### config.mk
export PLATFORM = sky130hd
export DESIGN_NAME = fetch_unit
export DESIGN_NICKNAME = d
export VERILOG_FILES = /design/src/rtl/cpu_pkg.sv /design/src/rtl/next_pc_sel.sv /design/src/rtl/fetch_unit.sv
export SDC_FILE = /design/constraint.sdc
export NUM_CORES = 1
export LEC_CHECK = 0
export CAP_MARGIN = 25
export CELL_PAD_IN_SITES_DETAIL_PLACEMENT = 0
export CELL_PAD_IN_SITES_GLOBAL_PLACEMENT = 1
export CORE_MARGIN = 5
export CORE_UTILIZATION = 40
export CTS_CLUSTER_SIZE = 16
export DETAILED_ROUTE_END_ITERATION = 16
export PLACE_DENSITY_LB_ADDON = 0.1
export RECOVER_POWER = 25
export SETUP_SLACK_MARGIN = 0.1
export SLEW_MARGIN = 20
export SYNTH_ARGS = -nofsm -noshare
export SYNTH_HDL_FRONTEND = slang
export SYNTH_SLANG_ARGS = --single-unit
### constraint.sdc
create_clock -name clock -period 12.5 [get_ports clock]
set_input_delay 1.25 -clock clock [delete_from_list [all_inputs] [get_ports clock]]
set_output_delay 1.25 -clock clock [all_outputs]
set_load 0.005 [all_outputs]
### src/rtl/cpu_pkg.sv
// Shared CPU front-end definitions: fetch FSM encoding, reset PC and instruction field positions.
// Pure declarations, no logic and no flow control.
package cpu_pkg;

  typedef enum logic [1:0] {
    FETCH = 2'd0,
    WAIT  = 2'd1,
    HELD  = 2'd2,
    DROP  = 2'd3
  } fetch_state_t;

  localparam logic [31:0] RESET_PC_DEFAULT = 32'h0000_0000;

  localparam int OPCODE_HI = 31;
  localparam int OPCODE_LO = 26;
  localparam int RS_HI     = 25;
  localparam int RS_LO     = 21;
  localparam int RT_HI     = 20;
  localparam int RT_LO     = 16;
  localparam int RD_HI     = 15;
  localparam int RD_LO     = 11;
  localparam int IMM_HI    = 15;
  localparam int IMM_LO    = 0;
  localparam int FUNCT_HI  = 5;
  localparam int FUNCT_LO  = 0;
  localparam int JIDX_HI   = 25;
  localparam int JIDX_LO   = 0;

  function automatic logic [31:0] jump_target(input logic [3:0] pc4_hi, input logic [25:0] idx);
    return {pc4_hi, idx, 2'b00};
  endfunction

endpackage

### src/rtl/next_pc_sel.sv
// Redirect detect and target mux: branch beats JR beats J; only a valid IF/ID can redirect.
// Purely combinational, zero latency, no backpressure.
module next_pc_sel
  import cpu_pkg::*;
(
  input  logic        if_id_valid,
  input  logic        branch_taken,
  input  logic [31:0] branch_target,
  input  logic [1:0]  jump,
  input  logic        j_jump,
  input  logic [31:0] jr_target,
  input  logic [3:0]  pc4_hi,
  input  logic [25:0] instr_index,
  output logic        redirect,
  output logic [31:0] target
);

  always_comb begin
    redirect = if_id_valid && (branch_taken || (jump == 2'b01) || j_jump);
    if (branch_taken)
      target = branch_target;
    else if (jump == 2'b01)
      target = jr_target;
    else
      target = jump_target(pc4_hi, instr_index);
  end

endmodule

### src/rtl/fetch_unit.sv
// Instruction fetch: PC, single-outstanding imem request, one-entry hold buffer and IF/ID register.
// One instruction per cycle with zero-wait memory; stall holds IF/ID, imem_ready low holds the request.
module fetch_unit
  import cpu_pkg::*;
#(
  parameter logic [31:0] RESET_PC = RESET_PC_DEFAULT
) (
  input  logic        clock,
  input  logic        reset,
  input  logic        stall,
  input  logic [1:0]  Jump,
  input  logic        J_Jump,
  input  logic [31:0] jr_target,
  input  logic        branch_taken,
  input  logic [31:0] branch_target,
  output logic        imem_req,
  output logic [31:0] imem_addr,
  input  logic        imem_ready,
  input  logic [31:0] imem_rdata,
  output logic [31:0] pc,
  output logic [31:0] if_id_instr,
  output logic [31:0] if_id_pc4,
  output logic        if_id_valid,
  output logic [5:0]  opcode,
  output logic [5:0]  funct,
  output logic [4:0]  rs,
  output logic [4:0]  rt,
  output logic [4:0]  rd,
  output logic [15:0] imm
);

  fetch_state_t state, state_nxt;
  logic [31:0]  pc_nxt, if_id_instr_nxt, if_id_pc4_nxt;
  logic         if_id_valid_nxt;
  logic [31:0]  hold_instr, hold_instr_nxt, hold_pc4, hold_pc4_nxt;
  logic [31:0]  pend_target, pend_target_nxt;
  logic [31:0]  pc_plus4, redirect_target;
  logic         redirect, req;

  next_pc_sel u_next_pc_sel (
    .if_id_valid  (if_id_valid),
    .branch_taken (branch_taken),
    .branch_target(branch_target),
    .jump         (Jump),
    .j_jump       (J_Jump),
    .jr_target    (jr_target),
    .pc4_hi       (if_id_pc4[31:28]),
    .instr_index  (if_id_instr[JIDX_HI:JIDX_LO]),
    .redirect     (redirect),
    .target       (redirect_target)
  );

  assign pc_plus4  = pc + 32'd4;
  assign imem_req  = req && !reset;
  assign imem_addr = pc;

  always_comb begin
    state_nxt       = state;
    pc_nxt          = pc;
    if_id_instr_nxt = if_id_instr;
    if_id_pc4_nxt   = if_id_pc4;
    if_id_valid_nxt = if_id_valid;
    hold_instr_nxt  = hold_instr;
    hold_pc4_nxt    = hold_pc4;
    pend_target_nxt = pend_target;
    req             = 1'b0;
    case (state)
      FETCH, WAIT: begin
        // Once issued, a request stays up until accepted so the address never moves under it.
        req = (state == WAIT) || !(stall && if_id_valid);
        if (redirect) begin
          if_id_valid_nxt = 1'b0;
          if (req && !imem_ready) begin
            pend_target_nxt = redirect_target;
            state_nxt       = DROP;
          end else begin
            pc_nxt    = redirect_target;
            state_nxt = FETCH;
          end
        end else if (req && imem_ready) begin
          pc_nxt = pc_plus4;
          if (stall) begin
            hold_instr_nxt = imem_rdata;
            hold_pc4_nxt   = pc_plus4;
            state_nxt      = HELD;
          end else begin
            if_id_instr_nxt = imem_rdata;
            if_id_pc4_nxt   = pc_plus4;
            if_id_valid_nxt = 1'b1;
            state_nxt       = FETCH;
          end
        end else if (req) begin
          state_nxt = WAIT;
        end
      end
      HELD: begin
        if (redirect) begin
          pc_nxt          = redirect_target;
          if_id_valid_nxt = 1'b0;
          state_nxt       = FETCH;
        end else if (!stall) begin
          if_id_instr_nxt = hold_instr;
          if_id_pc4_nxt   = hold_pc4;
          if_id_valid_nxt = 1'b1;
          state_nxt       = FETCH;
        end
      end
      DROP: begin
        // Stale response for the pre-redirect address is swallowed here.
        req = 1'b1;
        if (imem_ready) begin
          pc_nxt    = pend_target;
          state_nxt = FETCH;
        end
      end
      default: state_nxt = FETCH;
    endcase
  end

  always_ff @(posedge clock or posedge reset) begin
    if (reset) begin
      state       <= FETCH;
      pc          <= RESET_PC;
      if_id_instr <= 32'h0;
      if_id_pc4   <= 32'h0;
      if_id_valid <= 1'b0;
      hold_instr  <= 32'h0;
      hold_pc4    <= 32'h0;
      pend_target <= 32'h0;
    end else begin
      state       <= state_nxt;
      pc          <= pc_nxt;
      if_id_instr <= if_id_instr_nxt;
      if_id_pc4   <= if_id_pc4_nxt;
      if_id_valid <= if_id_valid_nxt;
      hold_instr  <= hold_instr_nxt;
      hold_pc4    <= hold_pc4_nxt;
      pend_target <= pend_target_nxt;
    end
  end

  assign opcode = if_id_instr[OPCODE_HI:OPCODE_LO];
  assign rs     = if_id_instr[RS_HI:RS_LO];
  assign rt     = if_id_instr[RT_HI:RT_LO];
  assign rd     = if_id_instr[RD_HI:RD_LO];
  assign imm    = if_id_instr[IMM_HI:IMM_LO];
  assign funct  = if_id_instr[FUNCT_HI:FUNCT_LO];

endmodule

# --- Yosys cells after proc, flatten, opt, wreduce, memory -nomap -nowiden ---
# Cells that the tools add are included.
totals:
  regBits: 195
  inputBits: 104
  output_inout_bits: 173
  word_cells: 80
op_classes:
  addsub: 1
  n_eq_ne: 15
  n_mux: 35
  bitwise_logic: 1
  reduce_logical: 20
ops:
  columns: ["cell", "count"]
  rows:
  - ["$mux 32", 17]
  - ["$pmux 32 s2", 2]
  - ["$pmux 32 s3", 1]
  - ["$add 32x3->32 const B", 1]
  - ["$mux 2", 8]
  - ["$ne 2x2->1 const B", 7]
  - ["$ne 3x3->1 const B", 3]
  - ["$reduce_and 4->1", 2]
  - ["$pmux 2 s3", 1]
  - ["$reduce_and 3->1", 2]
  - ["$reduce_and 6->1", 1]
  - ["$logic_and 1x1->1", 5]
  - ["$eq 2x1->1 const B", 2]
  - ["$eq 2x2->1 const B", 2]
  - ["$mux 1", 4]
  - ["$ne 4x4->1 const B", 1]
  - ["$pmux 1 s2", 2]
  - ["$logic_not 1->1", 3]
  - ["$logic_or 1x1->1", 3]
  - ["$logic_not 2->1", 1]
  - ["$reduce_and 2->1", 1]
  - ["$reduce_bool 2->1", 1]
  - ["$reduce_or 2->1", 1]
  - ["$not 1->1", 1]

# --- Longest topological paths before layout ---
# Gate-level depths: netlist of run 1.
depth:
  word_depth: 7
  mapped_depth: 10

# --- Modules after synthesis ---
# A second synthesis of run 1 with hierarchy kept.
unflattened:
  hier_cells: 1123
  hier_area_um2: 10694.0
modules_own_cells:
  columns: ["module", "n_inst", "cells_each", "area_per_inst_um2", "seq_area_each_um2"]
  rows:
  - ["fetch_unit", 1, 978, 9658.0, 4879.7]
  - ["next_pc_sel", 1, 145, 1036.0, 0.0]

# --- Least setup slack after synthesis of run 1 ---
# No wires, ideal clock.
synth_timing:
  path_kind: "input -> register"
  from: "input Jump[1]"
  to: "register hold_instr[0]"
  setup_time_ns: 0.125
  arrival_time_ns: 2.984
  t_required_ns: 12.375
  path_slack_ns: 9.391
  path_stages: 9
  path_buffers: 4
  path_cell_list: "buf_2 > nor2b_1 > buf_2 > o31ai_2 > nand2_1 > nor3b_1 > buf_2 > buf_2 > mux2_2"
synth_between:
  elab_chain_len: 6
synth_rtl:
  columns: ["element", "line", "rtl"]
  rows:
  - ["start, declared", "fetch_unit.sv:11", "input logic [1:0] Jump,"]
  - ["$eq 2x1->1", "next_pc_sel.sv:19", "redirect = if_id_valid && (branch_taken || (jump == 2'b01) || j_jump);"]
  - ["$logic_or 1x1->1 (2 in a row)", "next_pc_sel.sv:19", null]
  - ["$logic_and 1x1->1", "next_pc_sel.sv:19", null]
  - ["$not 1->1 (no line)", null, null]
  - ["$reduce_and 4->1 (no line)", null, null]
  - ["end signal, assigned", "fetch_unit.sv:136", "hold_instr <= hold_instr_nxt;"]
  - ["end, declared", "fetch_unit.sv:35", "logic [31:0] hold_instr, hold_instr_nxt, hold_pc4, hold_pc4_nxt;"]
# Every way passes these cells.
# A chain may end at the register's enable or synchronous reset.

==> results.py, run 1 <==
metrics = {
    "run_status": {
        "status": "finished with violations",
        "violations": "max-capacitance violations, max-slew violations",
    },
    "logic_synthesis": {
        "syn_inst": 1155,
        "synth_xor_area_share_pct": 2.34,
        "yosys_warnings": 0,
        "yosys.area.top_type": "dfrtp_1",
        "synth_cell_types": 71,
        "synth_top_flop_cell": "dfrtp_1",
        "synthMuxAreaShare_pct": 7.13,
        "synth_top_area_share_pct": 46.5,
        "synth-seq-cells": 195,
        "synthTopCellsByCount": "dfrtp_1, nand2_1, nor2_1",
        "synthAdderAreaFrac_pct": 0.119,
        "synth_area_leaders": "dfrtp_1, nand2_1, mux2_2",
        "syn_nets": 1260,
        "synth_most_common_cell": "dfrtp_1",
        "synth_top_family_by_area": "compound AO/OA/AOI/OAI gates",
        "netlist_area_um2": 10500,
        "synth_compound_area_share_pct": 17.3,
        "async_flop_share_pct": 100,
        "synthSimpleGateAreaFrac_pct": 16.8,
        "yosysSeqAreaShare_pct": 46.5,
        "synth_edf_count": 0,
        "syn_area_per_cell_um2": 9.09,
    },
    "clocking": {
        "cts_tree": "built",
        "htreeDepth": 4,
        "post_cts_buffers": 0,
        "cts_hold_buffers": 0,
        "root_buffer": "clkbuf_16",
        "clock-sinks": 195,
        "clock_latency_ns": 0.43,
        "cts_resized": 0,
        "clk_pin_slew_ns": 0.07,
        "clock_path_buffers": 2,
        "cts-buffers-inserted": 17,
    },
    "drt": {
        "routed_wl_um": 32500,
        "drt_iter0_markers": 681,
        "ant_nets": 0,
        "vias": 8847,
        "post_drt_wl_per_cell_um": 19.6,
        "via_per_inst": 5.34,
        "drc": 0,
        "firstDrtPassIters": 5,
    },
    "sta": {
        "post-route-period-util_pct": 45.9,
        "finClkSkew_ns": 0.0117,
        "worstMarginPinSlew_ns": 3.79,
        "hold_ws_ns": 0.479,
        "fmax_ghz": 0.174,
        "tns_ns": 0,
        "setup_violations": 0,
        "layout_min_cycle_time_ns": 5.74,
        "hold_viol": 0,
        "slew_violations": 70,
        "relSlewSlack_pct": -153,
        "rsz0062_at_grt": "no",
    },
    "finish": {
        "drive_gt1_share_pct": 9.39,
        "layoutNonFillerInstCount": 1657,
        "syn_to_final_growth_pct": 29.0,
        "fin_nets": 1416,
    },
    "floorplanning": {
        "start_util_pct": 40.4,
        "fp.coreArea_um2": 26000,
        "dieArea_um2": 29600,
        "ios": 277,
        "die_w_um": 172,
        "rows": 59,
        "die_h_um": 172,
    },
    "placed_design": {
        "placed_cells": 1624,
        "hpwl_um": 22700,
        "gp_congestion": 0.807,
        "portBuffers": 276,
    },
    "pwr": {
        "power.leakage_nw": 5.55,
        "peakVddDrop_uv": 94.9,
        "power_density_nw_per_um2": 249,
    },
    "worst_setup_path": {
        "critPathArrivalTime_ns": 5.41,
        "cp_max_fo": 69,
        "crit_type": "primary input to asynchronous set/reset pin",
        "regToRegEndpoint": "hold_pc4[10]",
        "reg2reg_slack_ns": 9.31,
        "required_ns": 12.17,
        "worstSetupEndpointType": "asynchronous set/reset pin",
        "r2r_start": "if_id_valid",
        "worstRegToRegCells": 5,
        "worstSetupStartpointType": "primary input",
    },
    "global_route": {
        "grt_overflow_total": 0,
        "antenna_found_initial": 3,
        "track_usage_pct": 22.1,
        "grt_first_pass_wirelength_um": 51000,
        "grt_start_max_net_pins": 128,
        "grt_pass1_vias": 8846,
    },
    "hold_path": {
        "min_to": "pend_target[9]",
        "hp-class": "register to register",
        "min_from": "pend_target[9]",
        "hold_depth": 2,
    },
    "run": {
        "maxCapViolCount": 1,
    },
}
layout by cell type (no fill, tap or decap), types with 4 or more instances in the layout:
| cell type | instances |
|---|---|
| inv_1 | 16 |
| mux2i_1 | 14 |
| xnor2_1 | 23 |
| o21ai_0 | 91 |
| clkdlybuf4s50_1 | 272 |
| nor4_1 | 4 |
| a21o_1 | 4 |
| o21ai_1 | 4 |
| buf_4 | 16 |
| inv_6 | 4 |
| o22ai_1 | 5 |
| dfrtp_1 | 195 |
| bufinv_16 | 5 |
| a21oi_1 | 86 |
| mux2_2 | 54 |
| clkbuf_16 | 17 |
| xor2_1 | 5 |
| o2bb2ai_1 | 4 |
| nand3_1 | 35 |
| a22oi_1 | 5 |
| nor4b_1 | 7 |
| nand2_1 | 181 |
| and3_1 | 7 |
| nor3_1 | 13 |
| a221oi_1 | 8 |
| a31oi_1 | 40 |
| nor2_1 | 105 |
| o211ai_1 | 11 |
| nand2b_1 | 5 |
| a22o_1 | 7 |
cell families after synthesis:
group	Yosys count
simple gates	389
flops	195
xor+xnor	28
fa+ha+maj	1
mux	68
buf+inv	176
compound gates	298
registers in the layout, summed over array words and instances (netlist names):
signal / flops
hold_instr: 32
hold_pc4: 32
if_id_instr: 32
if_id_pc4: 32
imem_addr: 32
pend_target: 32
state: 2
if_id_valid: 1
per-stage QoR:
step	power [W]	setup WS [ns]	instance area, um^2	utilization [%]
6_report	0.00337	6.76	13500	52.1
5_1_grt	0.00363	5.82	13500	52.1
4_1_cts	0.00340	7.77	13500	51.9
3_5_place_dp	0.00279	7.31	12900	49.5
3_3_place_gp	0.00276	7.48	12900	49.5
2_1_floorplan	0.00210	5.94	10500	-
area by class of cell:
class | count | area, um^2
Fill cell | 2489 | 12400
Timing Repair Buffer | 296 | 2940
Clock inverter | 11 | 201
Sequential cell | 195 | 4880
Tap cell | 335 | 419
Multi-Input combinational cell | 784 | 4600
Antenna cell | 1 | 2.50
Clock buffer | 18 | 429
Inverter | 17 | 65.1
worst max-delay path, stage by stage:
cell           delay (ns)
dlygate4sd3_1        0.57
clkinvlp_2           0.80
clkbuf_1             2.74
worst max path at each step:
stage,endpoint,startpoint,depth (start not counted),slack [ns]
2_1_floorplan,hold_instr[0],reset,1,5.94
3_3_place_gp,hold_pc4[10],Jump[1],7,7.48
3_5_place_dp,hold_pc4[10],Jump[1],7,7.31
4_1_cts,hold_pc4[10],Jump[1],7,7.77
5_1_grt,if_id_pc4[15],reset,3,5.82
6_report,if_id_pc4[19],reset,3,6.76
where the power goes:
| group | switching [W] | internal, W | leakage [nW] |
|---|---|---|---|
| clock | 0.000251 | 0.000356 | 0.304 |
| combinational | 0.000701 | 0.000832 | 2.91 |
| sequential | 0.000296 | 0.000937 | 2.33 |
metal layers:
layer  share of wire (%)  global-route usage [%]  routed length, um  vias up
met5               0.083                       0                 27        -
met4                 1.6                    5.54                522        4
met3                 7.2                    4.57               2340       34
met2                  44                    33.2              14200      315
met1                  47                    32.8              15400     4221
li1                    -                       -                  -     4273
(Power assumes the default switching activity.)
==> run 2, diff against run 1 <==
CORE_UTILIZATION = 33   (was 40)
clock period = 4.6 ns   (was 12.5 ns; I/O delays follow)
==> results.py, run 2 (synthesis results as in run 1) <==
metrics = {
    "run_status": {
        "status": "finished with violations",
        "violations": "max-capacitance violations, max-slew violations",
    },
    "clocking": {
        "clk_pin_slew_ns": 0.07,
        "clock_path_buffers": 2,
        "htreeDepth": 4,
        "post_cts_buffers": 0,
        "cts_tree": "built",
        "cts-buffers-inserted": 17,
        "clock_latency_ns": 0.44,
        "root_buffer": "clkbuf_16",
        "cts_hold_buffers": 0,
        "clock-sinks": 195,
        "cts_resized": 0,
    },
    "run": {
        "maxCapViolCount": 1,
    },
    "finish": {
        "nFillCells": 3109,
        "drive_gt1_share_pct": 9.95,
        "layoutNonFillerInstCount": 1729,
        "diodes": 0,
        "final_common_cell": "clkdlybuf4s50_1",
        "multiInputGateArea_um2": 4610,
        "fin_nets": 1420,
        "final_area_um2": 13600,
        "seqCellArea_um2": 4880,
        "layout_common_cells": "clkdlybuf4s50_1, dfrtp_1, nand2_1",
        "syn_to_final_growth_pct": 30.0,
    },
    "global_route": {
        "track_usage_pct": 19.3,
        "antenna_found_initial": 5,
        "grt_pass1_vias": 8679,
        "grt_first_pass_wirelength_um": 54100,
        "use_met1_pct": 29.2,
        "grt_overflow_total": 0,
        "grt.busiest_layer": "met1",
        "grt_start_max_net_pins": 98,
        "grtUsageMet3_pct": 4.98,
        "grtUsageMet2_pct": 27.9,
    },
    "sta": {
        "slew_violations": 32,
        "hold_ws_ns": 0.477,
        "tns_ns": 0,
        "relSlewSlack_pct": -14.6,
        "layout_min_cycle_time_ns": 2.90,
        "fmax_ghz": 0.345,
        "setup_violations": 0,
        "hold_viol": 0,
        "rsz0062_at_grt": "no",
        "finClkSkew_ns": 0.0122,
        "worstMarginPinSlew_ns": 1.72,
        "post-route-period-util_pct": 63.1,
    },
    "drt": {
        "vias": 8825,
        "drt_iter0_markers": 593,
        "routed_wl_um": 34500,
        "via_per_inst": 5.10,
        "post_drt_wl_per_cell_um": 19.9,
        "drc": 0,
        "firstDrtPassIters": 5,
        "ant_nets": 0,
    },
    "worst_setup_path": {
        "worstSetupEndpointType": "register",
        "worstSetupEndpoint": "imem_addr[28]",
        "critPathArrivalTime_ns": 3.23,
        "cp_max_fo": 22,
        "crit_cells": 6,
        "cp-startpoint": "state[0]",
        "worstSetupStartpointType": "register",
        "cpMostUsedCell": "buf_4",
        "required_ns": 4.93,
        "crit_path_cell_trace": "buf_4 > nand2b_1 > o32a_1 > buf_4 > a31oi_1 > a211o_1",
        "regToRegEndpoint": "imem_addr[28]",
        "crit_buf_inv": 2,
        "worstRegToRegCells": 6,
        "slowest_stage": "o32a_1",
        "r2r_start": "state[0]",
        "crit_type": "register to register",
        "crit_family": "compound AO/OA/AOI/OAI gates",
        "reg2reg_slack_ns": 1.70,
        "max_stage_delay_ns": 0.77,
    },
    "pwr": {
        "power_density_nw_per_um2": 671,
        "power.leakage_nw": 5.56,
        "peakVddDrop_uv": 317,
    },
    "placed_design": {
        "gp_congestion": 0.796,
        "portBuffers": 276,
        "hpwl_um": 24500,
        "placed_cells": 1698,
        "dpl_cell_area_um2": 13100,
    },
    "floorplanning": {
        "die_w_um": 188,
        "dieArea_um2": 35500,
        "rows": 65,
        "ios": 277,
        "start_util_pct": 33.3,
        "die_h_um": 188,
        "fp.coreArea_um2": 31500,
    },
    "hold_path": {
        "hold_depth": 2,
        "hp-class": "register to register",
    },
}
[run 2: cell count changes in the layout (fill, tap and decap cells not counted), moves of 2 or more]
| cell | change |
|---|---|
| buf_12 | +4 |
| buf_4 | +3 |
| clkinv_4 | +4 |
| buf_16 | -2 |
| bufinv_16 | -3 |
| inv_8 | +2 |
[run 2: per-stage QoR]
stage | total power [W] | setup WS, ns | util [%]
after floorplan | 0.00572 | 1.62 | -
after global placement | 0.00761 | 1.30 | 41.4
after detailed placement | 0.00768 | 1.23 | 41.5
after CTS | 0.00928 | 1.71 | 43.4
after global routing | 0.00985 | 1.43 | 43.4
final | 0.00915 | 1.70 | 43.4
[run 2: how the worst min path moves through the flow]
stage,from,end,slack (ns)
3_5_place_dp,pend_target[7],pend_target[7],0.47
2_1_floorplan,pend_target[7],pend_target[7],0.44
6_report,if_id_pc4[8],if_id_pc4[8],0.48
4_1_cts,reset,hold_instr[4],0.43
5_1_grt,pend_target[11],pend_target[11],0.49
3_3_place_gp,pend_target[9],pend_target[9],0.46
[run 2: per-layer routing]
metal,wire [um],up-vias
li1,-,4291
met1,17100,4223
met2,14900,267
met3,2040,34
met4,382,10
met5,69,-
[run 2: power by group]
group | leakage [nW] | switching (W) | internal (W)
logic | 2.93 | 0.00191 | 0.00228
registers | 2.33 | 0.000849 | 0.00254
clock network | 0.298 | 0.000738 | 0.000836
total | 5.56 | 0.00349 | 0.00566
[run 2: cell type report]
cell class	count	area share [%]
timing repair buffer	300	21.9
clock inverter	13	1.24
clock buffer	18	3.22
inverter	17	0.477
tap	402	3.69
multi-input combinational	784	33.8
sequential	195	35.8
[run 2: worst min-delay path: stages (launching register included)]
cell and delay [ns]:
dfrtp_1 0.34, nand2_1 0.05, o21ai_0 0.06
